--- src/rtl/cr_input_pkg.sv ---
// Shared keycode, direction, player and FSM-state definitions for game input decoding.
// Latency: n/a (type and constant definitions only).
// Backpressure: n/a.
package cr_input_pkg;

    // USB HID keycodes for the keys each player uses
    localparam logic [7:0] KC_W     = 8'h1A;
    localparam logic [7:0] KC_S     = 8'h16;
    localparam logic [7:0] KC_A     = 8'h04;
    localparam logic [7:0] KC_D     = 8'h07;
    localparam logic [7:0] KC_UP    = 8'h52;
    localparam logic [7:0] KC_DOWN  = 8'h51;
    localparam logic [7:0] KC_LEFT  = 8'h50;
    localparam logic [7:0] KC_RIGHT = 8'h4F;

    // One-hot hop direction {up,down,left,right}; all zeros means no hop
    typedef logic [3:0] dir_t;
    localparam dir_t DIR_NONE  = 4'b0000;
    localparam dir_t DIR_UP    = 4'b1000;
    localparam dir_t DIR_DOWN  = 4'b0100;
    localparam dir_t DIR_LEFT  = 4'b0010;
    localparam dir_t DIR_RIGHT = 4'b0001;

    typedef enum logic {
        PLAYER_1 = 1'b0,
        PLAYER_2 = 1'b1
    } player_t;

    typedef enum logic [1:0] {
        IDLE   = 2'd0,
        DELAY  = 2'd1,
        REPEAT = 2'd2
    } state_t;

    // Decoded key; an invalid key is always normalised to all zeros so
    // that comparing two keys never sees stale player/dir bits.
    typedef struct packed {
        logic    valid;
        player_t player;
        dir_t    dir;
    } key_t;

    localparam key_t KEY_NONE = '{valid: 1'b0, player: PLAYER_1, dir: DIR_NONE};

endpackage

--- src/rtl/cr_keycode_decode.sv ---
// Maps a raw HID keycode to {valid, player, dir}; unmapped codes decode to none.
// Latency: purely combinational.
// Backpressure: none.
module cr_keycode_decode
    import cr_input_pkg::*;
(
    input  logic [7:0] keycode,
    output logic       valid,
    output player_t    player,
    output dir_t       dir
);

    // Table lookup; default leaves the output all-zero for unmapped keys
    always_comb begin
        valid  = 1'b0;
        player = PLAYER_1;
        dir    = DIR_NONE;
        case (keycode)
            KC_W:     begin valid = 1'b1; player = PLAYER_1; dir = DIR_UP;    end
            KC_S:     begin valid = 1'b1; player = PLAYER_1; dir = DIR_DOWN;  end
            KC_A:     begin valid = 1'b1; player = PLAYER_1; dir = DIR_LEFT;  end
            KC_D:     begin valid = 1'b1; player = PLAYER_1; dir = DIR_RIGHT; end
            KC_UP:    begin valid = 1'b1; player = PLAYER_2; dir = DIR_UP;    end
            KC_DOWN:  begin valid = 1'b1; player = PLAYER_2; dir = DIR_DOWN;  end
            KC_LEFT:  begin valid = 1'b1; player = PLAYER_2; dir = DIR_LEFT;  end
            KC_RIGHT: begin valid = 1'b1; player = PLAYER_2; dir = DIR_RIGHT; end
            default:  begin valid = 1'b0; player = PLAYER_1; dir = DIR_NONE;  end
        endcase
    end

endmodule

--- src/rtl/player_input_decoder.sv ---
// Turns the keycode into per-player one-hot hops with press-edge detect and frame-counted auto-repeat.
// Latency: outputs update one Clk after the vsync falling edge is sampled; hop pulses last one Clk.
// Backpressure: none; only the keycode present at each frame tick is observed.
module player_input_decoder
    import cr_input_pkg::*;
#(
    parameter int REPEAT_DELAY = 12,
    parameter int REPEAT_RATE  = 6,
    parameter int CNT_W        = 6
) (
    input  logic       Clk,
    input  logic       Reset_n,
    input  logic       frame_clk,
    input  logic [7:0] keycode,
    input  logic       game_active,
    output logic [3:0] p1_dir,
    output logic [3:0] p2_dir,
    output logic       p1_hop,
    output logic       p2_hop
);

    // Counter reload values: the counter hits zero on the frame that should hop
    localparam logic [CNT_W-1:0] DELAY_LOAD = CNT_W'(REPEAT_DELAY - 1);
    localparam logic [CNT_W-1:0] RATE_LOAD  = CNT_W'(REPEAT_RATE - 1);

    logic             vs_q;
    logic             tick;
    logic             dec_valid;
    player_t          dec_player;
    dir_t             dec_dir;
    key_t             dec_key;
    key_t             held_key;
    key_t             held_key_nxt;
    state_t           state;
    state_t           state_nxt;
    logic [CNT_W-1:0] counter;
    logic [CNT_W-1:0] counter_nxt;
    logic             issue;
    dir_t             p1_dir_nxt;
    dir_t             p2_dir_nxt;
    logic             p1_hop_nxt;
    logic             p2_hop_nxt;

    cr_keycode_decode u_decode (
        .keycode (keycode),
        .valid   (dec_valid),
        .player  (dec_player),
        .dir     (dec_dir)
    );

    assign dec_key = {dec_valid, dec_player, dec_dir};

    // Delay vsync one Clk so its falling edge gives a single-cycle tick
    always_ff @(posedge Clk or negedge Reset_n) begin
        if (!Reset_n) vs_q <= 1'b1;
        else          vs_q <= frame_clk;
    end

    assign tick = vs_q & ~frame_clk;

    // Next-state and output decision for the coming tick; first matching rule wins
    always_comb begin
        state_nxt    = state;
        held_key_nxt = held_key;
        counter_nxt  = counter;
        issue        = 1'b0;
        p1_dir_nxt   = DIR_NONE;
        p2_dir_nxt   = DIR_NONE;
        p1_hop_nxt   = 1'b0;
        p2_hop_nxt   = 1'b0;

        if (!game_active || !dec_valid) begin
            state_nxt    = IDLE;
            held_key_nxt = KEY_NONE;
        end else if (dec_key != held_key || state == IDLE) begin
            issue        = 1'b1;
            held_key_nxt = dec_key;
            counter_nxt  = DELAY_LOAD;
            state_nxt    = DELAY;
        end else if (counter == '0) begin
            issue        = 1'b1;
            counter_nxt  = RATE_LOAD;
            state_nxt    = REPEAT;
        end else begin
            counter_nxt  = counter - 1'b1;
        end

        if (issue) begin
            if (dec_player == PLAYER_1) begin
                p1_dir_nxt = dec_dir;
                p1_hop_nxt = 1'b1;
            end else begin
                p2_dir_nxt = dec_dir;
                p2_hop_nxt = 1'b1;
            end
        end
    end

    // Commit state and outputs only on a tick; dir holds across the frame, hop is a pulse
    always_ff @(posedge Clk or negedge Reset_n) begin
        if (!Reset_n) begin
            state    <= IDLE;
            held_key <= KEY_NONE;
            counter  <= '0;
            p1_dir   <= DIR_NONE;
            p2_dir   <= DIR_NONE;
            p1_hop   <= 1'b0;
            p2_hop   <= 1'b0;
        end else begin
            p1_hop <= 1'b0;
            p2_hop <= 1'b0;
            if (tick) begin
                state    <= state_nxt;
                held_key <= held_key_nxt;
                counter  <= counter_nxt;
                p1_dir   <= p1_dir_nxt;
                p2_dir   <= p2_dir_nxt;
                p1_hop   <= p1_hop_nxt;
                p2_hop   <= p2_hop_nxt;
            end
        end
    end

endmodule

--- config.mk ---
export PLATFORM = sky130hd
export DESIGN_NAME = player_input_decoder
export DESIGN_NICKNAME = d
export VERILOG_FILES = /design/src/rtl/cr_input_pkg.sv /design/src/rtl/cr_keycode_decode.sv /design/src/rtl/player_input_decoder.sv
export SDC_FILE = /design/constraint.sdc
export NUM_CORES = 1
export LEC_CHECK = 0
export ABC_AREA = 1
export CAP_MARGIN = 0
export CORE_MARGIN = 10
export CORE_UTILIZATION = 40
export DETAILED_ROUTE_END_ITERATION = 6
export HOLD_SLACK_MARGIN = 0.1
export PLACE_DENSITY = 0.69
export SYNTH_ARGS = -nofsm -noshare
export SYNTH_HDL_FRONTEND = slang
export SYNTH_SLANG_ARGS = --single-unit
--- constraint.sdc ---
create_clock -name Clk -period 4.5 [get_ports Clk]
set_clock_uncertainty 0.15 [all_clocks]
set_input_delay 0.9 -clock Clk [delete_from_list [all_inputs] [get_ports Clk]]
set_output_delay 0.9 -clock Clk [all_outputs]
set_load 0.005 [all_outputs]
* After elaboration in Yosys (flattened, before gate mapping) *
Cells that the tools add are included.

storage, ports and cells
  bits in registers = 25
  input bits = 12
  output and inout bits = 10
  logic and storage cells = 63

operators by class
  add/subtract/negate cells = 1
  equality and inequality tests = 9
  multiplexer cells = 23
  bitwise operators = 3
  reductions and logical operators = 17

operator list
  kind                 count
  $eq 8x7->1 const B   4
  $mux 6               4
  $eq 8x3->1 const B   2
  $eq 8x5->1 const B   2
  $mux 4               4
  $pmux 4 s4           1
  $mux 1               11
  $reduce_or 2->1      4
  $reduce_or 8->1      1
  $logic_not 6->1      1
  $mux 2               3
  $ne 6x6->1           1
  $reduce_and 2->1     3
  $sub 6x1->6 const B  1
  $reduce_or 4->1      1
  $reduce_bool 3->1    1
  $logic_not 1->1      2
  $logic_not 2->1      1
  $logic_or 1x1->1     2
  $not 1->1            2
  $reduce_bool 2->1    1
  $and 1x1->1          1

* Longest topological paths before layout *
  word-level depth = 9
  gate-level depth with buffers = 14
  mapped depth without buffers = 14

* Hierarchy *
From an unflattened synthesis, not the netlist that was laid out.

second synthesis, totals
  cell total of the unflattened synthesis = 220
  area, all modules = 1574.0 um^2

by module, submodules not included
  module                instances  cells each  area an instance (um^2)  sequential area each (um^2)
  player_input_decoder  1          172         1353.8                   626.9
  cr_keycode_decode     1          48          220.2                    0.0

* Worst setup path before layout *
No wires, ideal clock.

  path kind = input -> register
  start = input keycode[7]
  end = register counter[1]
  setup time = 0.131 ns
  data arrival time = 2.036 ns
  data required time = 4.219 ns
  path slack = 2.182 ns
  cell stages on the path = 11
  path buffers = 0
  cells stage by stage = inv_2 > nand2_1 > nor2_4 > nand2_1 > nand2_1 > xnor2_1 > nand2_1 > nor2_4 > nand2_4 > nand2_4 > o211ai_1

between the ends
  longest elaborated chain between the ends = 7
  elaborated cells on any way between the ends = 24
  those cells by class = 9 x eq/ne; 4 x mux; 1 x bitwise; 10 x reduce/logical

RTL lines
  what                                                                RTL line                     RTL
  from (decl)                                                         player_input_decoder.sv:14   input logic [7:0] keycode,
  parallel branches: the longest is 7 deep, another holds $eq 8x3->1  --
  to (signal assigned)                                                player_input_decoder.sv:115  counter <= counter_nxt;
  to (decl)                                                           player_input_decoder.sv:36   logic [CNT_W-1:0] counter;

Parallel ways; which one is timed is not known.
A chain may end at the register's enable or synchronous reset.

* Worst setup path in the final report *
  start = input frame_clk
  end = register counter[4]

between the ends
  longest elaborated chain between the ends = 3

RTL lines
  what                               RTL line                    RTL
  from (decl)                        player_input_decoder.sv:13  input logic frame_clk,
  $not 1->1                          player_input_decoder.sv:59  assign tick = vs_q & ~frame_clk;
  $and 1x1->1                        player_input_decoder.sv:59
  $reduce_and 2->1 (no source line)  --

No other way between the ends.

==> results.py <==
metrics = {
    "cts": {
        "cts_max_level": 1,
        "postCtsHoldBufs": 0,
        "path_clk_slew_ps": 90,
        "post_cts_resized": 0,
        "cts-buffers-inserted": 3,
        "insertion_delay_ps": 280,
        "cts_tree": "done",
        "cts.path.max_buffers": 2,
        "cts_sinks": 25,
        "cts_root_buf": "clkbuf_8",
        "post_cts_buffers": 0,
    },
    "global_route": {
        "antenna_found_initial": 0,
        "grt_pass1_vias": 1389,
        "grt.total_usage_pct": 10.1,
        "grt_max_degree": 26,
        "grt_pass1_wl_um": 6170,
        "grt-ovfl-total": 0,
    },
    "place": {
        "dp_cells": 286,
        "gp_congestion": 0.821,
        "place.detailed.hpwl_um": 2640,
        "io_buffers": 21,
        "place_ws_ps": 1290,
    },
    "finish": {
        "area_delta_synth_final_pct": 19.7,
        "diodes": 0,
        "finalNonFillerCells": 290,
        "drive_gt1_share_pct": 20.4,
        "final_core_util_pct": 48.8,
        "fillers": 391,
        "fin_nets": 255,
    },
    "power_and_ir_drop": {
        "swShare_pct": 27.4,
        "pwr-share-seq_pct": 53.3,
        "switchingPower_uw": 122,
        "p_clk_share_pct": 30.3,
        "leakagePower_nw": 0.997,
        "intPower_uw": 323,
        "combinationalPowerShare_pct": 16.4,
        "p_per_area_mw_per_mm2": 230,
        "ir_worst_vdd_uv": 163,
    },
    "worst_setup_path": {
        "crit_path_end_kind": "register",
        "path_class": "in2reg",
        "critical_path_required_ps": 4530,
        "crit_fanout": 24,
        "r2r_start": "vs_q$_DFF_PN1_",
        "path_cells": "clkdlybuf4s50_1 > nor2_1 > clkinv_1 > nor2_4 > nand3_1 > xor2_1 > nor2_2",
        "critPathMaxStageDelay_ps": 540,
        "start_kind": "input port",
        "cpMaxStageDelayCell": "nor2_4",
        "r2r_end": "counter[4]$_DFFE_PN0P_",
        "crit_path_start": "frame_clk",
        "crit_path_end": "counter[4]$_DFFE_PN0P_",
        "r2r_slack_ps": 2090,
        "critPathArrivalTime_ps": 2960,
        "reg2regPathDepth": 7,
    },
    "detailed_routing": {
        "drc": 0,
        "drt_iter0_drc": 85,
        "num_vias": 1372,
        "firstDrtPassIters": 4,
        "viasPerCell": 4.73,
        "wl_per_cell_um": 11.4,
        "detail-route-antenna-nets": 0,
        "wl_um": 3320,
    },
    "die": {
        "core.rowCount": 23,
        "fp.coreArea_mm2": 0.00397,
        "start_util_pct": 40.8,
        "die_x_um": 83.6,
        "pin_count": 22,
        "die-area_mm2": 0.00699,
        "die_y_um": 83.6,
    },
    "synth": {
        "syn_area_mm2": 0.00162,
        "synth.avg_cell_area_um2": 7.53,
        "syn-num-nets": 229,
        "synthCells": 215,
        "yosysWarnings": 0,
        "ys_ff_latch": 25,
        "ys_seq_area_share_pct": 38.7,
        "synth_cell_types": 28,
    },
    "run": {
        "cap_violations": 0,
    },
    "sta": {
        "final_hold_viol_count": 0,
        "setup_viol_count_final": 0,
        "max_freq_mhz": 340,
        "tightest_slew_ps": 1110,
        "slew_headroom_pct": 25.7,
        "period_share_pct": 65.3,
        "worst_slack_ps": 1560,
        "fin_tns_setup_ps": 0,
        "grt_setup_unrepaired": "false",
        "period_needed_ps": 2940,
        "slew_violations": 0,
    },
    "hold_path": {
        "hp-class": "reg2reg",
    },
    "run_status": {
        "outcome": "completed",
    },
}
worst min-delay path by stage:
| stage | slack, ps | start | to | cells after the start |
|---|---|---|---|---|
| floorplan | 290 | held_key[1]$_DFFE_PN0P_ | held_key[1]$_DFFE_PN0P_ | 2 |
| global placement | 310 | held_key[1]$_DFFE_PN0P_ | held_key[1]$_DFFE_PN0P_ | 2 |
| detailed placement | 310 | held_key[1]$_DFFE_PN0P_ | held_key[1]$_DFFE_PN0P_ | 2 |
| CTS | 330 | held_key[1]$_DFFE_PN0P_ | held_key[1]$_DFFE_PN0P_ | 2 |
| global route | 350 | state[1]$_DFFE_PN0P_ | state[1]$_DFFE_PN0P_ | 1 |
| finish | 330 | held_key[1]$_DFFE_PN0P_ | held_key[1]$_DFFE_PN0P_ | 2 |
registers in the layout (all words and copies together) (netlist names):
signal	count
p2_hop	1
vs_q	1
p1_hop	1
state	2
p1_dir	4
held_key	6
counter	6
p2_dir	4
cell usage after synthesis (all sizes together):
cell / count / area share, %
nand2: 87 / 24
nor2: 31 / 11
inv: 26 / 6.0
dfrtp: 24 / 37
nand3: 13 / 5.4
nand4: 9 / 3.5
o21ai: 7 / 2.4
a21oi: 3 / 0.93
xor2: 3 / 1.6
buf: 2 / 0.93
ha: 2 / 1.5
xnor2: 2 / 1.1
clkinv: 1 / 0.23
dfstp: 1 / 1.6
nand3b: 1 / 0.46
nor3: 1 / 0.31
o211ai: 1 / 0.46
o21a: 1 / 0.46
area by class of cell:
cell class | instances | area [µm²] | share of cell area, %
sequential | 25 | 627 | 32.3
timing repair buffer | 23 | 225 | 11.6
inverter | 27 | 101 | 5.23
multi-input combinational | 161 | 876 | 45.2
tap | 50 | 62.6 | 3.23
clock inverter | 1 | 5.00 | 0.258
clock buffer | 3 | 41.3 | 2.13
per-stage QoR:
stage / hold slack [ps] / area, µm² / power, mW
after floorplan: 292 / 1620 / 0.288
after global placement: 306 / 1890 / 0.313
after detailed placement: 313 / 1890 / 0.315
after CTS: 333 / 1940 / 0.449
after global routing: 353 / 1940 / 0.472
final: 330 / 1940 / 0.445
metal layers:
| metal | GRT usage [%] | routed length (µm) |
|---|---|---|
| met2 | 16.9 | 1580 |
| met3 | 2.93 | 132 |
| met5 | 0 | 0 |
| met4 | 2.74 | 25 |
| met1 | 12.2 | 1580 |
power groups by stage:
stage / Combinational (mW) / Sequential [mW] / Clock (mW)
6_report: 0.0729 / 0.237 / 0.135
3_3_place_gp: 0.0721 / 0.241 / 0
2_1_floorplan: 0.0471 / 0.241 / 0
4_1_cts: 0.0736 / 0.237 / 0.139
5_1_grt: 0.0833 / 0.239 / 0.150
3_5_place_dp: 0.0732 / 0.242 / 0
placed cells by master (no fill, tap or decap):
cell type / instances
a21oi_1: 3
buf_4: 2
clkbuf_8: 3
clkdlybuf4s50_1: 21
clkinv_1: 1
clkinv_2: 1
dfrtp_1: 24
dfstp_2: 1
ha_1: 2
inv_1: 18
inv_2: 8
nand2_1: 67
nand2_2: 16
nand2_4: 4
nand3_1: 10
nand3_2: 2
nand3_4: 1
nand3b_1: 1
nand4_1: 9
nor2_1: 21
nor2_2: 3
nor2_4: 6
nor2_8: 1
nor3_1: 1
o211ai_1: 1
o21a_1: 1
o21ai_0: 3
o21ai_1: 3
o21ai_2: 1
xnor2_1: 2
xor2_1: 3
kinds of logic (layout without fill, tap and decap cells):
logic type,after synthesis,count (layout),share of synthesized area [%]
xor gates and xnor gates,5,5,2.71
AOI/OAI and AO/OA,12,12,4.25
buffers and inverters,29,54,7.19
adders and majority gates,2,2,1.55
DFF,25,25,38.7
and+or+nand+nor,142,142,45.6
critical path: cells and delay by family:
| family | cells | cell delay [ps] |
|---|---|---|
| AND/OR/NAND/NOR | 4 | 1060 |
| buffers and inverters | 2 | 810 |
| XOR/XNOR | 1 | 200 |
Power figures use the tool's default switching activity.
==> edit 1: new RTL, same flow settings <==
The 3 states of `state_t` get a one-hot encoding in 3 bits.
--- a/src/rtl/cr_input_pkg.sv
+++ b/src/rtl/cr_input_pkg.sv
@@ -26,10 +26,10 @@
         PLAYER_2 = 1'b1
     } player_t;
 
-    typedef enum logic [1:0] {
-        IDLE   = 2'd0,
-        DELAY  = 2'd1,
-        REPEAT = 2'd2
+    typedef enum logic [2:0] {
+        IDLE   = 3'b001,
+        DELAY  = 3'b010,
+        REPEAT = 3'b100
     } state_t;
 
     // Decoded key; an invalid key is always normalised to all zeros so
Check against the original RTL: no difference found for any inputs over 10 cycles, from zero or initial values and one cycle with Reset_n low; not proved beyond that.
==> edit 1 against the original RTL <==
- sequential cell count is 1 higher
- largest cell class unchanged
- synthesized cell count grew 8.8%
- synthesized area is 6.3% higher
- clock power is 4% lower
- worst hold slack got worse by 0.0011 ns
- routed wire length is 5.5% higher
- total power is 7.4% higher
- cell area rose by 4.4%
- worst setup slack worse by 0.027 ns
==> edit 1: results (changes against the original RTL) <==
worst hold-check path type register to register (unchanged); arithmetic-cell share of the synthesized area counting full adders, half adders and majority gates 0.01455 (was 0.01546); met3 usage in global routing 0.03122 (was 0.02930); met1 Resource Use GR 0.1191 (was 0.1216); routed wire length 3502 um (was 3319 um); number of unique standard cell types used by synthesis 32 (was 28); Post-Route M1 WL 1595 um (was 1577 um); total cell area at the placement stage 1982 sq um (was 1892 sq um); total global routing track utilization 0.1035 (was 0.1007); fraction of registers with async set/reset 1.000 (unchanged); Worst Reg2Reg Path Length in Cells 8 (was 7); post-route clock period utilization 0.6587 (was 0.6527); CP endpoint counter[2]$_DFFE_PN0P_ (was counter[4]$_DFFE_PN0P_); number of design-rule violations left by the first detailed-router iteration 62 (was 85); beginning of the worst hold path state[0]$_DFFE_PN1P_ (was held_key[1]$_DFFE_PN0P_); fraction of layout instances using a drive strength above 1 0.2031 (was 0.2042); largest fanout of any net on the critical path 15 (was 24); commonest cells in the synthesized netlist nand2_1 (63), nor2_1 (30), dfrtp_1 (24) (was nand2_1 (67), dfrtp_1 (24), nor2_1 (21)); number of global-route vias before repair 1481 (was 1389); result of the run finished clean (unchanged); slack of the worst reg-to-reg path about 2.1 ns; DP Cell Count 303 (was 286); final estimated routing congestion in global placement 0.8032 (was 0.8209); Setup WS pre-CTS 1.232 ns (was 1.285 ns); XOR/XNOR share of the synthesized area 0.01527 (was 0.02705); arrival time worst endpoint 3.01 ns (was 2.96 ns); VDD IR-drop max 0.1962 mV (was 0.1633 mV); DR WL/cell 11.44 um (about the same); met2 layer wire length in the routed design 1651 um (was 1582 um); post-synthesis instance total 234 (was 215); net count after synthesis 248 (was 229); reported leakage power 1.050 nW (was 0.9975 nW); first-pass GRT wire length 6479 um (was 6168 um); met2 Use GR 0.1792 (was 0.1686); Synth area leaders dfrtp_1 (35%), nand2_1 (14%), nand2_2 (6.9%) (was dfrtp_1 (37%), nand2_1 (16%), nand2_2 (6.2%)); dpl hpwl 2847 um (was 2641 um); detailed-route vias per instance 4.755 (was 4.731); compound-cell area share of the yosys netlist 0.04291 (was 0.04250); Net count, final 272 (was 255); met3 WL 179 um (was 132 um); register area share after synthesis 0.3796 (was 0.3872)
[edit 1: cell types whose count changed after synthesis, moves of 3 or more]
cell	before	now
inv_1	18	22
nand2_1	67	63
nand2_2	16	19
nand3_1	10	14
nor2_1	21	30
nor2_4	6	3
[edit 1: how the worst min path moves through the flow]
stage | end | slack (ns) | cells after the start
after floorplan | held_key[0]$_DFFE_PN0P_ | 0.31 | 2
after global placement | p2_dir[3]$_DFFE_PN0P_ | 0.32 | 2
after detailed placement | p1_dir[3]$_DFFE_PN0P_ | 0.32 | 2
after CTS | state[0]$_DFFE_PN1P_ | 0.34 | 2
after global routing | state[0]$_DFFE_PN1P_ | 0.35 | 2
final | state[0]$_DFFE_PN1P_ | 0.33 | 2
[edit 1: cells by family (layout without fill, tap and decap cells)]
kind of cell | Yosys count | in the layout
AOI/OAI and AO/OA | 13 | 13
xor gates and xnor gates | 3 | 3
adders and majority gates | 2 | 2
buffers and inverters | 36 | 58
DFF | 26 | 26
and+or+nand+nor | 154 | 154
[edit 1: layout make-up]
class / count / area (sq um)
flip-flops and latches: 26 / 653.1
repair buffers: 22 / 217.7
inverters: 33 / 123.9
well taps: 50 / 62.56
fillers: 425 / 2063
clock buffers: 3 / 41.29
multi-input cells: 172 / 924.6
[edit 1: report_power, final]
| part | total [mW] | leakage [nW] | internal (mW) | switching [mW] |
|---|---|---|---|---|
| sequential | 0.254 | 0.343 | 0.245 | 0.00962 |
| combinational | 0.0936 | 0.686 | 0.0378 | 0.0558 |
| clock | 0.129 | 0.0216 | 0.0599 | 0.0696 |
[edit 1: critical path: stages]
cell,delay [ns]
clkdlybuf4s50_1,0.43
nor2_2,0.49
clkinv_1,0.44
nor2_4,0.41
inv_2,0.09
a21oi_1,0.12
nand2_1,0.06
o21ai_1,0.06
==> edit 2: new RTL, same settings <==
Made on the original files. Change the parameter `CNT_W` from 6 to 12.
--- a/src/rtl/player_input_decoder.sv
+++ b/src/rtl/player_input_decoder.sv
@@ -6,7 +6,7 @@
 #(
     parameter int REPEAT_DELAY = 12,
     parameter int REPEAT_RATE  = 6,
-    parameter int CNT_W        = 6
+    parameter int CNT_W        = 12
 ) (
     input  logic       Clk,
     input  logic       Reset_n,
Formal check against the unedited RTL: same outputs for any inputs over 10 cycles, from zero or initial values and one cycle with Reset_n low; that may be too few to reach the edited logic, so the function may still have changed.
==> edit 2 against the original RTL <==
- critical path depth up 5
- routed wire length rose by 25%
- synthesized area is 19% higher
- total power up 39%
- worst setup slack better by 0.17 ns
- cell area rose by 18%
- sequential share of layout area grew 1.6 points
- sequential cell count rose by 6
- non-clock buffer count increased by 1
==> edit 2: results (changes against the original RTL) <==
result of the run finished clean (unchanged); met2 layer wire length in the routed design 1817 um (was 1582 um); area of the mapped netlist 1934 sq um (was 1619 sq um); dpl hpwl 3205 um (was 2641 um); number of iterations in the first detailed-routing pass 6 (was 4); headroom to the max-slew limit 0.7362 (was 0.2573); register area share after synthesis 0.4017 (was 0.3872); detailed-route vias per instance 4.886 (was 4.731); fraction of layout instances using a drive strength above 1 0.07006 (was 0.2042); Worst Hold Slack 0.3261 ns (was 0.3304 ns); Crit. Startpoint keycode[1] (was frame_clk); total cell area at the placement stage 2207 sq um (was 1892 sq um); arrival time worst endpoint 2.77 ns (was 2.96 ns); reg2reg end counter[3]$_DFFE_PN0P_ (was counter[4]$_DFFE_PN0P_); arithmetic-cell share of the synthesized area counting full adders, half adders and majority gates 0.01294 (was 0.01546); Worst Reg2Reg Path Length in Cells 9 (was 7); Post-Route M1 WL 2090 um (was 1577 um); largest fanout of any net on the critical path 9 (was 24); VDD IR-drop max 0.09219 mV (was 0.1633 mV); final estimated routing congestion in global placement 0.8725 (was 0.8209); commonest cells in the synthesized netlist nand2_1 (87), nor2_1 (49), inv_1 (35) (was nand2_1 (67), dfrtp_1 (24), nor2_1 (21)); Synth area leaders dfrtp_1 (39%), nand2_1 (17%), nor2_1 (9.5%) (was dfrtp_1 (37%), nand2_1 (16%), nand2_2 (6.2%)); XOR/XNOR share of the synthesized area 0.04075 (was 0.02705); number of global-route vias before repair 1641 (was 1389); net count after synthesis 300 (was 229); power dissipated in the clock network 0.210 mW (was 0.135 mW)
edit 2: changes by cell type after synthesis, sizes merged, moves of 5 or more:
cell,before,now
dfrtp,24,30
inv,26,38
nand3,13,28
nor2,31,52
o21ai,7,12
xor2,3,8
edit 2: metrics by stage:
stage | setup slack (ns) | power (mW)
after floorplan | 2.220 | 0.3808
after global placement | 1.462 | 0.4121
after detailed placement | 1.436 | 0.4147
after CTS | 1.735 | 0.6270
after global routing | 1.504 | 0.6522
final | 1.738 | 0.6188
edit 2: worst max-delay path, stage by stage:
cell             delay, ns
clkdlybuf4s50_1       0.58
nand2_1               0.11
nor2_1                0.15
nand2_1               0.12
nand2_1               0.10
nand2_1               0.05
nand2_1               0.05
nand3_1               0.14
nor2_4                0.18
nand3_2               0.18
nand3_1               0.15
nor2_1                0.06
edit 2: layout make-up:
type                       instances  share of cell area
inverter                          40             0.06616
sequential                        31              0.3395
clock buffer                       7             0.03335
timing repair buffer              24              0.1017
multi-input combinational        211              0.4276
tap                               54             0.02952
clock inverter                     1            0.002187
